## src/rtl/imem_loader.sv

```systemverilog
// Boot-time program loader. Consumes a little-endian byte stream (4-byte word
// count N, then N little-endian instruction words), writes each assembled
// word into instruction memory at byte address 4*i, and holds the processor
// stalled until the whole image has been written.
module imem_loader #(
    parameter int unsigned DEPTH_WORDS = 64,
    parameter int unsigned CNT_W       = 32
) (
    input  logic             clk,
    input  logic             rst,
    input  logic             load_start,
    input  logic             byte_valid,
    input  logic [7:0]       byte_in,
    output logic             byte_ready,
    output logic             imem_we,
    output logic [31:0]      imem_addr,
    output logic [31:0]      imem_wdata,
    output logic [CNT_W-1:0] words_loaded,
    output logic             cpu_run,
    output logic             done,
    output logic             err_overflow
);

    typedef enum logic [2:0] {
        S_IDLE,
        S_HDR,
        S_LOAD,
        S_WRITE,
        S_DONE,
        S_ERR
    } state_t;

    state_t           state;
    logic [1:0]       byte_idx;
    logic [23:0]      asm_lo;
    logic [CNT_W-1:0] count;
    logic [CNT_W-1:0] word_idx;
    logic [31:0]      cur_word;
    logic             xfer;

    // Word completed by the byte currently on the bus (valid only when byte_idx==3).
    always_comb begin
        cur_word = {byte_in, asm_lo};
        xfer     = byte_valid & byte_ready;
    end

    // Loader state machine; every output is a register updated here.
    always_ff @(posedge clk or posedge rst) begin
        if (rst) begin
            state        <= S_IDLE;
            byte_idx     <= '0;
            asm_lo       <= '0;
            count        <= '0;
            word_idx     <= '0;
            byte_ready   <= 1'b0;
            imem_we      <= 1'b0;
            imem_addr    <= '0;
            imem_wdata   <= '0;
            words_loaded <= '0;
            cpu_run      <= 1'b0;
            done         <= 1'b0;
            err_overflow <= 1'b0;
        end else begin
            // Low three bytes are latched as they arrive; the fourth is used
            // straight from the bus so the word completes on its own edge.
            if (xfer) begin
                case (byte_idx)
                    2'd0:    asm_lo[7:0]   <= byte_in;
                    2'd1:    asm_lo[15:8]  <= byte_in;
                    2'd2:    asm_lo[23:16] <= byte_in;
                    default: ;
                endcase
                byte_idx <= byte_idx + 2'd1;
            end

            case (state)
                S_IDLE: begin
                    if (load_start) begin
                        state      <= S_HDR;
                        byte_idx   <= '0;
                        byte_ready <= 1'b1;
                    end
                end

                S_HDR: begin
                    if (xfer && byte_idx == 2'd3) begin
                        count      <= CNT_W'(cur_word);
                        byte_ready <= 1'b0;
                        if (cur_word == 32'd0) begin
                            state   <= S_DONE;
                            done    <= 1'b1;
                            cpu_run <= 1'b1;
                        end else if (cur_word > 32'(DEPTH_WORDS)) begin
                            state        <= S_ERR;
                            err_overflow <= 1'b1;
                        end else begin
                            state      <= S_LOAD;
                            byte_ready <= 1'b1;
                        end
                    end
                end

                S_LOAD: begin
                    if (xfer && byte_idx == 2'd3) begin
                        state      <= S_WRITE;
                        byte_ready <= 1'b0;
                        imem_we    <= 1'b1;
                        imem_addr  <= 32'(word_idx) << 2;
                        imem_wdata <= cur_word;
                    end
                end

                S_WRITE: begin
                    imem_we      <= 1'b0;
                    word_idx     <= word_idx + CNT_W'(1);
                    words_loaded <= words_loaded + CNT_W'(1);
                    if (word_idx + CNT_W'(1) == count) begin
                        state   <= S_DONE;
                        done    <= 1'b1;
                        cpu_run <= 1'b1;
                    end else begin
                        state      <= S_LOAD;
                        byte_ready <= 1'b1;
                    end
                end

                S_DONE, S_ERR: begin
                    if (load_start) begin
                        state        <= S_HDR;
                        byte_idx     <= '0;
                        word_idx     <= '0;
                        words_loaded <= '0;
                        byte_ready   <= 1'b1;
                        cpu_run      <= 1'b0;
                        done         <= 1'b0;
                        err_overflow <= 1'b0;
                    end
                end

                default: state <= S_IDLE;
            endcase
        end
    end

endmodule
```

## config.mk

```make
export PLATFORM = sky130hd
export DESIGN_NAME = imem_loader
export DESIGN_NICKNAME = d
export VERILOG_FILES = /design/src/rtl/imem_loader.sv
export SDC_FILE = /design/constraint.sdc
export NUM_CORES = 1
export LEC_CHECK = 0
export CORE_ASPECT_RATIO = 0.75
export CORE_MARGIN = 1
export CORE_UTILIZATION = 60
export CTS_CLUSTER_SIZE = 24
export DETAILED_ROUTE_END_ITERATION = 10
export PLACE_DENSITY = 0.95
export SLEW_MARGIN = 20
export SYNTH_ARGS = -nofsm -noshare
export SYNTH_HDL_FRONTEND = slang
export SYNTH_SLANG_ARGS = --single-unit
export TNS_END_PERCENT = 20
```

## constraint.sdc

```tcl
create_clock -name clk -period 15.7 [get_ports clk]
set_input_delay 2.355 -clock clk [delete_from_list [all_inputs] [get_ports clk]]
set_output_delay 2.355 -clock clk [all_outputs]
set_load 0.01 [all_outputs]
```

Yosys cells after proc, flatten, opt, wreduce, memory -nomap -nowiden
Index checks and enable logic that the tools add are counted.
{ "word_totals": {"register_bits": 191, "inputBits": 12, "out_inout_bits": 101, "elab_cells": 90} }
{ "classes": {"n_addsub": 3, "n_lt_le_gt_ge": 1, "eq_ne": 18, "n_mux": 31, "bitwise_logic": 1, "n_reduce_logical": 22} }
{ "ops": {"columns": ["op", "n"], "rows": [
  ["$pmux 32 s2", 2],
  ["$add 32x1->32 const B", 2],
  ["$eq 32x32->1", 1],
  ["$gt 32x7->1 const B", 1],
  ["$logic_not 32->1", 1],
  ["$mux 32", 1],
  ["$mux 3", 6],
  ["$ne 2x2->1 const B", 8],
  ["$reduce_and 5->1", 3],
  ["$mux 1", 14],
  ["$reduce_and 2->1", 7],
  ["$pmux 3 s4", 1],
  ["$eq 3x2->1 const B", 2],
  ["$eq 3x3->1 const B", 2],
  ["$mux 2", 3],
  ["$reduce_bool 2->1", 3],
  ["$eq 2x2->1 const B", 2],
  ["$pmux 1 s2", 2],
  ["$pmux 1 s4", 1],
  ["$reduce_bool 4->1", 1],
  ["$eq 3x1->1 const B", 1],
  ["$logic_not 3->1", 1],
  ["$pmux 1 s3", 1],
  ["$reduce_and 3->1", 1],
  ["9 further kinds", 9]
]} }

Depth between registers and ports, before layout
Gate-level depths: netlist of run 1.
{ "depth": {"word_depth": 5, "depth_mapped": 10, "ltp_nobuf": 9} }

Worst setup path after synthesis of run 1
OpenSTA, ideal clock, no wires.
{ "synth_timing": {"path_type": "input-to-reg", "from": "input port load_start", "to": "register words_loaded[29]", "setup_time_ps": 78, "arrival_ps": 4394, "t_required_ps": 15622, "path_slack_ps": 11228, "stages": 8, "path_buffers": 1, "cell_sequence": "and2b_1 > nand2_1 > a211o_1 > or3_1 > buf_2 > or4_4 > or3_1 > a21oi_1"} }
{ "synth_via": {"elab_chain_len": 2} }
{ "synth_rtl": {"columns": ["item", "line_no", "text"], "rows": [
  ["start: declaration", "11", "input logic load_start,"],
  ["$ne 2x2->1 (no source line)", null, null],
  ["$reduce_and 2->1 (no source line)", null, null],
  ["end signal: assignment", "116", "words_loaded <= words_loaded + CNT_W'(1);"],
  ["end: declaration", "18", "output logic [CNT_W-1:0] words_loaded,"]
]} }
Every way passes these cells.
A chain may end at the register's enable or synchronous reset.

Worst setup path in the final report of run 1
Same ends and word-level chain as after synthesis.

==> results of run 1 <==
-- final timing paths --
path	from	end	slack, ns	cells past startpoint
worst min register to register	err_overflow	err_overflow	0.50	2
worst min-delay path	err_overflow	err_overflow	0.50	2
worst max-delay path	load_start	words_loaded[29]	10.75	8
max in group asynchronous	rst	count[0]	11.96	3
worst max register to register	word_idx[0]	byte_ready	11.97	9
min in group asynchronous	rst	imem_wdata[30]	2.49	2
-- routing by layer --
metal	wire length, microns	share of wire [%]
met1	9790	43
met2	10700	47
met3	1790	7.8
met4	649	2.8
met5	0	0
-- registers in the layout, summed over array words and instances, names as in the netlist --
name	flops
count	32
state	3
imem_we	1
done	1
imem_wdata	32
asm_lo	24
words_loaded	32
word_idx	32
imem_addr	30
byte_idx	2
byte_ready	1
err_overflow	1
-- layout make-up --
class,count,area [sq um],area share (%)
Inverter,17,68.8,0.628
Tap cell,200,250,2.28
Sequential cell,191,4780,43.6
Clock inverter,12,135,1.23
Multi-Input combinational cell,570,4130,37.7
Clock buffer,20,447,4.08
Timing Repair Buffer,116,1150,10.5
-- cells by family (layout without fill, tap and decap cells) --
kind of cell    Yosys count  after routing  share of synthesized area [%]
compound gates          139            139                           9.36
xor+xnor                 65             65                           6.22
fa+ha+maj                 6              6                          0.820
buf+inv                  64            165                           2.88
flops                   191            191                           52.2
mux                     119            119                           14.6
other cells               1              2                         0.0410
simple gates            239            239                           13.8
-- power by group through the flow --
stage | Sequential, mW | Combinational (mW) | Clock, mW
after global routing | 0.838 | 0.498 | 0.453
after CTS | 0.812 | 0.454 | 0.433
after global placement | 0.802 | 0.414 | 0
after detailed placement | 0.815 | 0.443 | 0
after floorplan | 0.737 | 0.340 | 0
final | 0.822 | 0.458 | 0.428
-- layout by cell type (no fill, tap or decap), drive strengths merged, types with 22 or more instances in the layout --
cell type      count
xnor2             42
nand3             24
o21ai             58
mux2             119
nor2              57
nand4             22
xor2              23
dfrtp            191
nand2             56
clkdlybuf4s50    110
a21oi             25
-- critical path: stages --
cell	delay, ns
clkdlybuf4s50_1	0.54
and2b_1	0.19
nand2_1	0.17
a211o_1	0.41
or3_1	0.52
or4_4	0.60
or3_1	0.38
a21oi_1	0.14
-- stage by stage --
stage	hold WS, ns	instances	utilization (%)	power, mW
4_1_cts	0.501	1126	74.6	1.70
5_1_grt	0.517	1126	74.6	1.79
2_1_floorplan	0.464	825	-	1.08
3_3_place_gp	0.463	1094	70.6	1.22
6_report	0.499	1126	74.6	1.71
3_5_place_dp	0.485	1094	70.6	1.26
==> flow_summary.toml, run 1 <==
[synth]
ys_ff_latch = 191
synth_area_leaders = "dfrtp_1 52%, mux2_2 15%, xnor2_1 4.0%"
yosys.area.top_type = "dfrtp_1"
post-synth-top-count-cell = "dfrtp_1"
synth_cell_type_count = 59
async_flop_share_pct = 100
ys.flop_type = "dfrtp_1"
synth_edf_count = 0
syn_area_sq_um = 9150
yosysSeqAreaShare_pct = 52.2
synth_common_cells = "191 x dfrtp_1, 119 x mux2_2, 58 x o21ai_0, 57 x nor2_1, 56 x nand2_1"
syn-instance-count = 824
synth_warnings = 0
synth_top_area_share_pct = 52.2
syn_avg_cell_area_sq_um = 11.1

[detailed_routing]
firstDrtPassIters = 7
drtAntennaViolNets = 0
routed_wl_mm = 22.9
post-route-drc-count = 0
vias = 7072
wl_per_cell_microns = 20.4
viasPerCell = 6.28
first_iter_violations = 784

[clock_tree]
cts_setup_buffers = 0
cts.sinks = 191
cts_tree = "done"
htreeDepth = 4
insertion_delay_ns = 0.44
clockBufferDepth = 2
root_buffer = "clkbuf_16"
cts_resized = 0
cts_buffers = 17
clkSlewWorstSetupHoldPaths_ns = 0.07
ctsHoldBuffers = 0

[critical_path]
required_ns = 16.06
cp-start-kind = "primary input"
crit_arrival_ns = 5.31
worst-path-max-fanout = 9
crit_type = "primary input to register"
crit_path_end_kind = "register"

[min_path]
hp-class = "register to register"

[power_and_ir_drop]
clock_power_share_pct = 25.1
ir_drop_v = 0.000105
p_seq_share_pct = 48.1
power.density_nw_per_um2 = 156
intPower_mw = 1.10
p_leak_nw = 4.64
p_switching_mw = 0.604
switching_share_pct = 35.3
combPwrFrac_pct = 26.8

[sta]
finalSetupViolCount = 0
fin_skew_ns = 0.0134
rsz0062_at_grt = "no"
fin_ws_ns = 10.75
fin_crit_sh_pct = 31.5
setup-tns-final_ns = 0
maxSlewViolCount = 0
tightest_slew_ns = 0.951
fmaxAchievable_ghz = 0.202
relSlewSlack_pct = 36.6
min_period_ns = 4.95
finalHoldViolations = 0

[grt]
gr-total-overflow = 0
antenna_found_initial = 0
grt_util_all_layers_pct = 31.0
use_met2_pct = 47.0
grt_max_degree = 109
use_met1_pct = 43.3
grt_pass1_vias = 6774
grt_use_met3_pct = 7.29
top_usage_layer = "met2"
grt_pass1_wl_mm = 36.6

[cells_and_area]
drive_above_1_share_pct = 18.3
nFillCells = 921
n_antenna_cell = 0
final_cell_area_sq_um = 11000
layout.nets = 931
area_delta_synth_final_pct = 19.7

[placed_design]
placed_cell_area_sq_um = 10400
preCtsSetupSlack_ns = 10.38
dpl.hpwl_mm = 14.9
gp_congestion = 0.916
io_buffers = 110

[floorplan]
dieWidth_microns = 145
num_io_pins = 113
rows = 38
chipHeight_microns = 109
initial_core_util_pct = 62.3
core_sq_um = 14700
fp.dieArea_sq_um = 15800

[flow_run]
drv_cap = 0

[run_status]
status = "complete, no violations"
Note: power is estimated with default switching activity, not from simulation.
==> inputs of run 2 (changes only) <==
Settings changed: CORE_UTILIZATION 60 to 56, PLACE_DENSITY 0.95 to 0.9.
Clock period 15.7 ns to 4.7 ns, I/O delays scaled along.
==> run 2 against run 1 <==
Compared with the run above: cell count grew 0.89%; non-clock buffer count grew 2; clock skew shrank 0.0073 ns; core utilization shrank 5.7 points; sequential power grew to 3.3 times the previous value; highest routed layer unchanged; first-iteration DRC count shrank 8.3%; hold slack gained 0.0072 ns; combinational power grew to 3.3 times the previous value; total power grew to 3.3 times the previous value; flip-flop and latch count is the same.
==> flow_summary.toml, run 2 (synthesis gave the netlist of run 1 again) <==
[run_status]
status = "complete, no violations"

[floorplan]
core_sq_um = 16000
rows = 40
fp.dieArea_sq_um = 16900
dieWidth_microns = 150
num_io_pins = 113
chipHeight_microns = 113
initial_core_util_pct = 57.2

[grt]
grt_pass1_vias = 6769
grt_max_degree = 192
antenna_found_initial = 0
grt_pass1_wl_mm = 36.0
grt_util_all_layers_pct = 27.6
gr-total-overflow = 0

[critical_path]
slowest_stage = "or3_1"
crit_type = "register to register"
crit_top_cell = "nand4_1"
cp-start-kind = "register"
crit_chain = "nand4_1, or3_1, nor3_2, xnor2_1, nand4_1, nor4_4, nand4_1, o211ai_1"
required_ns = 5.05
worst-path-max-fanout = 12
r2r_setup_slack_ns = 1.30
max_stage_delay_ns = 0.70
crit_arrival_ns = 3.75
crit_path_end_kind = "register"

[detailed_routing]
post-route-drc-count = 0
firstDrtPassIters = 5
vias = 7014
wl_per_cell_microns = 19.6
first_iter_violations = 719
routed_wl_mm = 22.3
drtAntennaViolNets = 0
viasPerCell = 6.17

[cells_and_area]
n_antenna_cell = 0
layout.nets = 933
final_common_cell = "dfrtp_1"
ff_latch_area_sq_um = 4780
area_delta_synth_final_pct = 20.6
nFillCells = 1178
multiInputGateArea_sq_um = 4130
final_cell_mix = "191 x dfrtp_1, 119 x mux2_2, 110 x clkdlybuf4s50_1"
final_cell_area_sq_um = 11000
drive_above_1_share_pct = 18.3

[sta]
maxSlewViolCount = 0
fin_skew_ns = 0.00617
finalSetupViolCount = 0
finalHoldViolations = 0
fmaxAchievable_ghz = 0.294
min_period_ns = 3.40
setup-tns-final_ns = 0
fin_crit_sh_pct = 72.4
tightest_slew_ns = 0.708
relSlewSlack_pct = 52.1
rsz0062_at_grt = "no"

[power_and_ir_drop]
p_leak_nw = 4.68
power.density_nw_per_um2 = 518
ir_drop_v = 0.000314

[placed_design]
placed_cell_area_sq_um = 10400
io_buffers = 110
dpl.hpwl_mm = 14.5
gp_congestion = 0.939

[clock_tree]
cts_setup_buffers = 0
insertion_delay_ns = 0.43
cts_resized = 0
root_buffer = "clkbuf_16"
cts_tree = "done"
clkSlewWorstSetupHoldPaths_ns = 0.07
cts_buffers = 17
clockBufferDepth = 2
ctsHoldBuffers = 0
cts.sinks = 191
htreeDepth = 4

[min_path]
hp-class = "register to register"

[flow_run]
drv_cap = 0
-- run 2: changes by cell type in the layout (fill, tap and decap cells not counted), sizes merged --
cell      previous run  this run
buf                  6         8
clkinv               6         4
clkinvlp             3         1
bufinv               2         3
clkbuf              20        21
-- run 2: critical path: cells and delay by family (launching register included) --
family / cells / cell delay (ns)
xor+xnor: 1 / 0.18
compound gates: 1 / 0.12
simple gates: 6 / 2.46
flops: 1 / 0.55
-- run 2: final timing paths --
kind / from / to / cells past startpoint
max: word_idx[5] / byte_ready / 8
min: imem_addr[16] / imem_addr[16] / 1
max reg2reg: word_idx[5] / byte_ready / 8
min reg2reg: imem_addr[16] / imem_addr[16] / 1
max in group asynchronous: rst / imem_addr[22] / 4
min in group asynchronous: rst / imem_wdata[29] / 3
-- run 2: routing by layer --
| layer | wire length, microns | vias to the layer above | GRT usage, % |
|---|---|---|---|
| li1 | - | 3143 | - |
| met1 | 9900 | 3508 | 40.2 |
| met2 | 10200 | 329 | 40.9 |
| met3 | 1860 | 34 | 6.85 |
| met4 | 342 | 0 | 8.16 |
| met5 | 0 | - | 0 |
-- run 2: final cells by class --
class | count | share of cell area [%]
clock buffers | 21 | 4.17
clock inverters | 9 | 1.21
inverters | 17 | 0.612
multi-input cells | 570 | 37.4
flip-flops and latches | 191 | 43.3
well taps | 210 | 2.38
repair buffers | 118 | 10.9
-- run 2: per-stage QoR --
step	util (%)	cells	setup WS, ns	total power, mW	hold slack (ns)
2_1_floorplan	-	825	1.53	3.60	0.464
3_3_place_gp	65.0	1105	1.15	4.08	0.481
3_5_place_dp	65.0	1105	1.08	4.18	0.495
4_1_cts	68.7	1135	1.33	5.70	0.510
5_1_grt	68.9	1136	1.04	6.01	0.526
6_report	68.9	1136	1.30	5.72	0.507
-- run 2: power by group --
part / internal, mW / leakage (nW) / switching (mW)
registers: 2.08 / 2.52 / 0.656
clock network: 0.863 / 0.295 / 0.619
logic: 0.813 / 1.86 / 0.691
total: 3.76 / 4.68 / 1.97
==> RTL edit (config.mk and constraints of run 1) <==
Set the parameter `CNT_W` to 36 (it was 32).
--- a/src/rtl/imem_loader.sv
+++ b/src/rtl/imem_loader.sv
@@ -4,7 +4,7 @@
 // stalled until the whole image has been written.
 module imem_loader #(
     parameter int unsigned DEPTH_WORDS = 64,
-    parameter int unsigned CNT_W       = 32
+    parameter int unsigned CNT_W       = 36
 ) (
     input  logic             clk,
     input  logic             rst,
Ports: changed (resized words_loaded); port bits go from 113 to 117. The function was not compared with the original's and may differ.
==> RTL edit against run 1 <==
Final area increased by 6.1%; utilization increased by 0.094 points; sequential cell count increased by 8; hold slack got worse by 0.0040 ns; global-route usage increased by 1.1 points; wire length increased by 12%; total power increased by 16%; sequential power increased by 7.4%; combinational power increased by 38%; area after synthesis increased by 6.4%; worst setup slack got worse by 0.61 ns.
==> RTL edit: results (changes against run 1) <==
| Metric | Value |
|---|---|
| Pre-CTS setup slack | 9.86 ns (-0.524 ns) |
| Critical Path Max Stage Delay | 0.69 ns (+0.09 ns) |
| Grt met1 use | 0.460 (+0.0271) |
| Leakage | 4.95 nW (+6.6%) |
| RR Endpoint | done |
| Status | finished clean |
| DP HPWL | 16.8 mm (+13%) |
| Adder-Cell Fraction of Synth Area | 0.00771 (-0.000494) |
| PortBufs | 114 (+3.6%) |
| CP max-delay cell | or4_1 |
| Layout Nets | 993 (+6.7%) |
| Share of cells above drive strength 1 | 0.176 (-0.00639) |
| Hold Path Sink | imem_we |
| Met3 Usage GRT | 0.0801 (+0.00718) |
| Wirelength per Cell | 21.4 um (+5.4%) |
| Total global-route track usage | 0.321 (+0.0113) |
| Vias after detailed routing | 7661 (+8.3%) |
| Placed cell count | 1160 (+6.0%) |
| Met3 routed WL | 2.59 mm (+45%) |
| Final GP Congestion | 0.934 (+2.0%) |
| Cell Area, Placed | 11000 um^2 (+5.8%) |
| Post-Syn Area per Cell | 11.0 um^2 (-1.4%) |
| Final cell count without fillers | 1193 (+6.0%) |
| Slew headroom | 0.430 (+0.0639) |
| Worst Hold Depth | 1 (-1) |
| Peak supply drop | 125 uV (+19%) |
| Starting DRT DRC Count | 772 (-1.5%) |
| Post-synthesis sequential area ratio | 0.511 (-0.0109) |
| WHS | 0.495 ns (-0.00396 ns) |
| First-pass GRT wire length | 41.2 mm (+13%) |
| Post-synth top cells | dfrtp_1 (199), mux2_2 (119), nand2_1 (66), nor2_1 (60), xnor2_1 (50) |
| Hold wc startpoint | imem_we |
| R2R Setup Slk | 11.44 ns (-0.53 ns) |
| DR WL met2 | 11.6 mm (+8.3%) |
| Clock skew | 0.0101 ns (-0.00333 ns) |
| Largest net degree at the start of global routing | 120 (+10%) |
| Mux cell area share after synthesis | 0.138 (-0.00882) |
| Routing usage on met2 | 0.477 (+0.00709) |
| DRT met1 WL | 10.7 mm (+9.6%) |
| CP Max Fanout | 37 (+28) |
| Synth unique cells | 61 (+3.4%) |
==> RTL edit: layout make-up <==
class / count / area, um^2
clock inverter: 14 / 189
timing repair buffer: 123 / 1230
tap: 205 / 256
multi-input combinational: 621 / 4470
inverter: 13 / 56.3
fill: 978 / 3940
sequential: 199 / 4980
clock buffer: 18 / 439
==> RTL edit: report_power, final <==
part / internal, W / switching, W
clock: 0.000259 / 0.000207
sequential: 0.000665 / 0.000218
combinational: 0.000345 / 0.000289
==> RTL edit: worst max path at each step <==
stage	from	to	slack (ns)	cells after the start
floorplan	rst	asm_lo[0]	7.92	1
global placement	load_start	words_loaded[33]	10.10	10
detailed placement	load_start	words_loaded[33]	9.86	10
CTS	load_start	words_loaded[33]	10.24	10
global route	load_start	words_loaded[33]	9.98	10
finish	load_start	words_loaded[33]	10.14	10
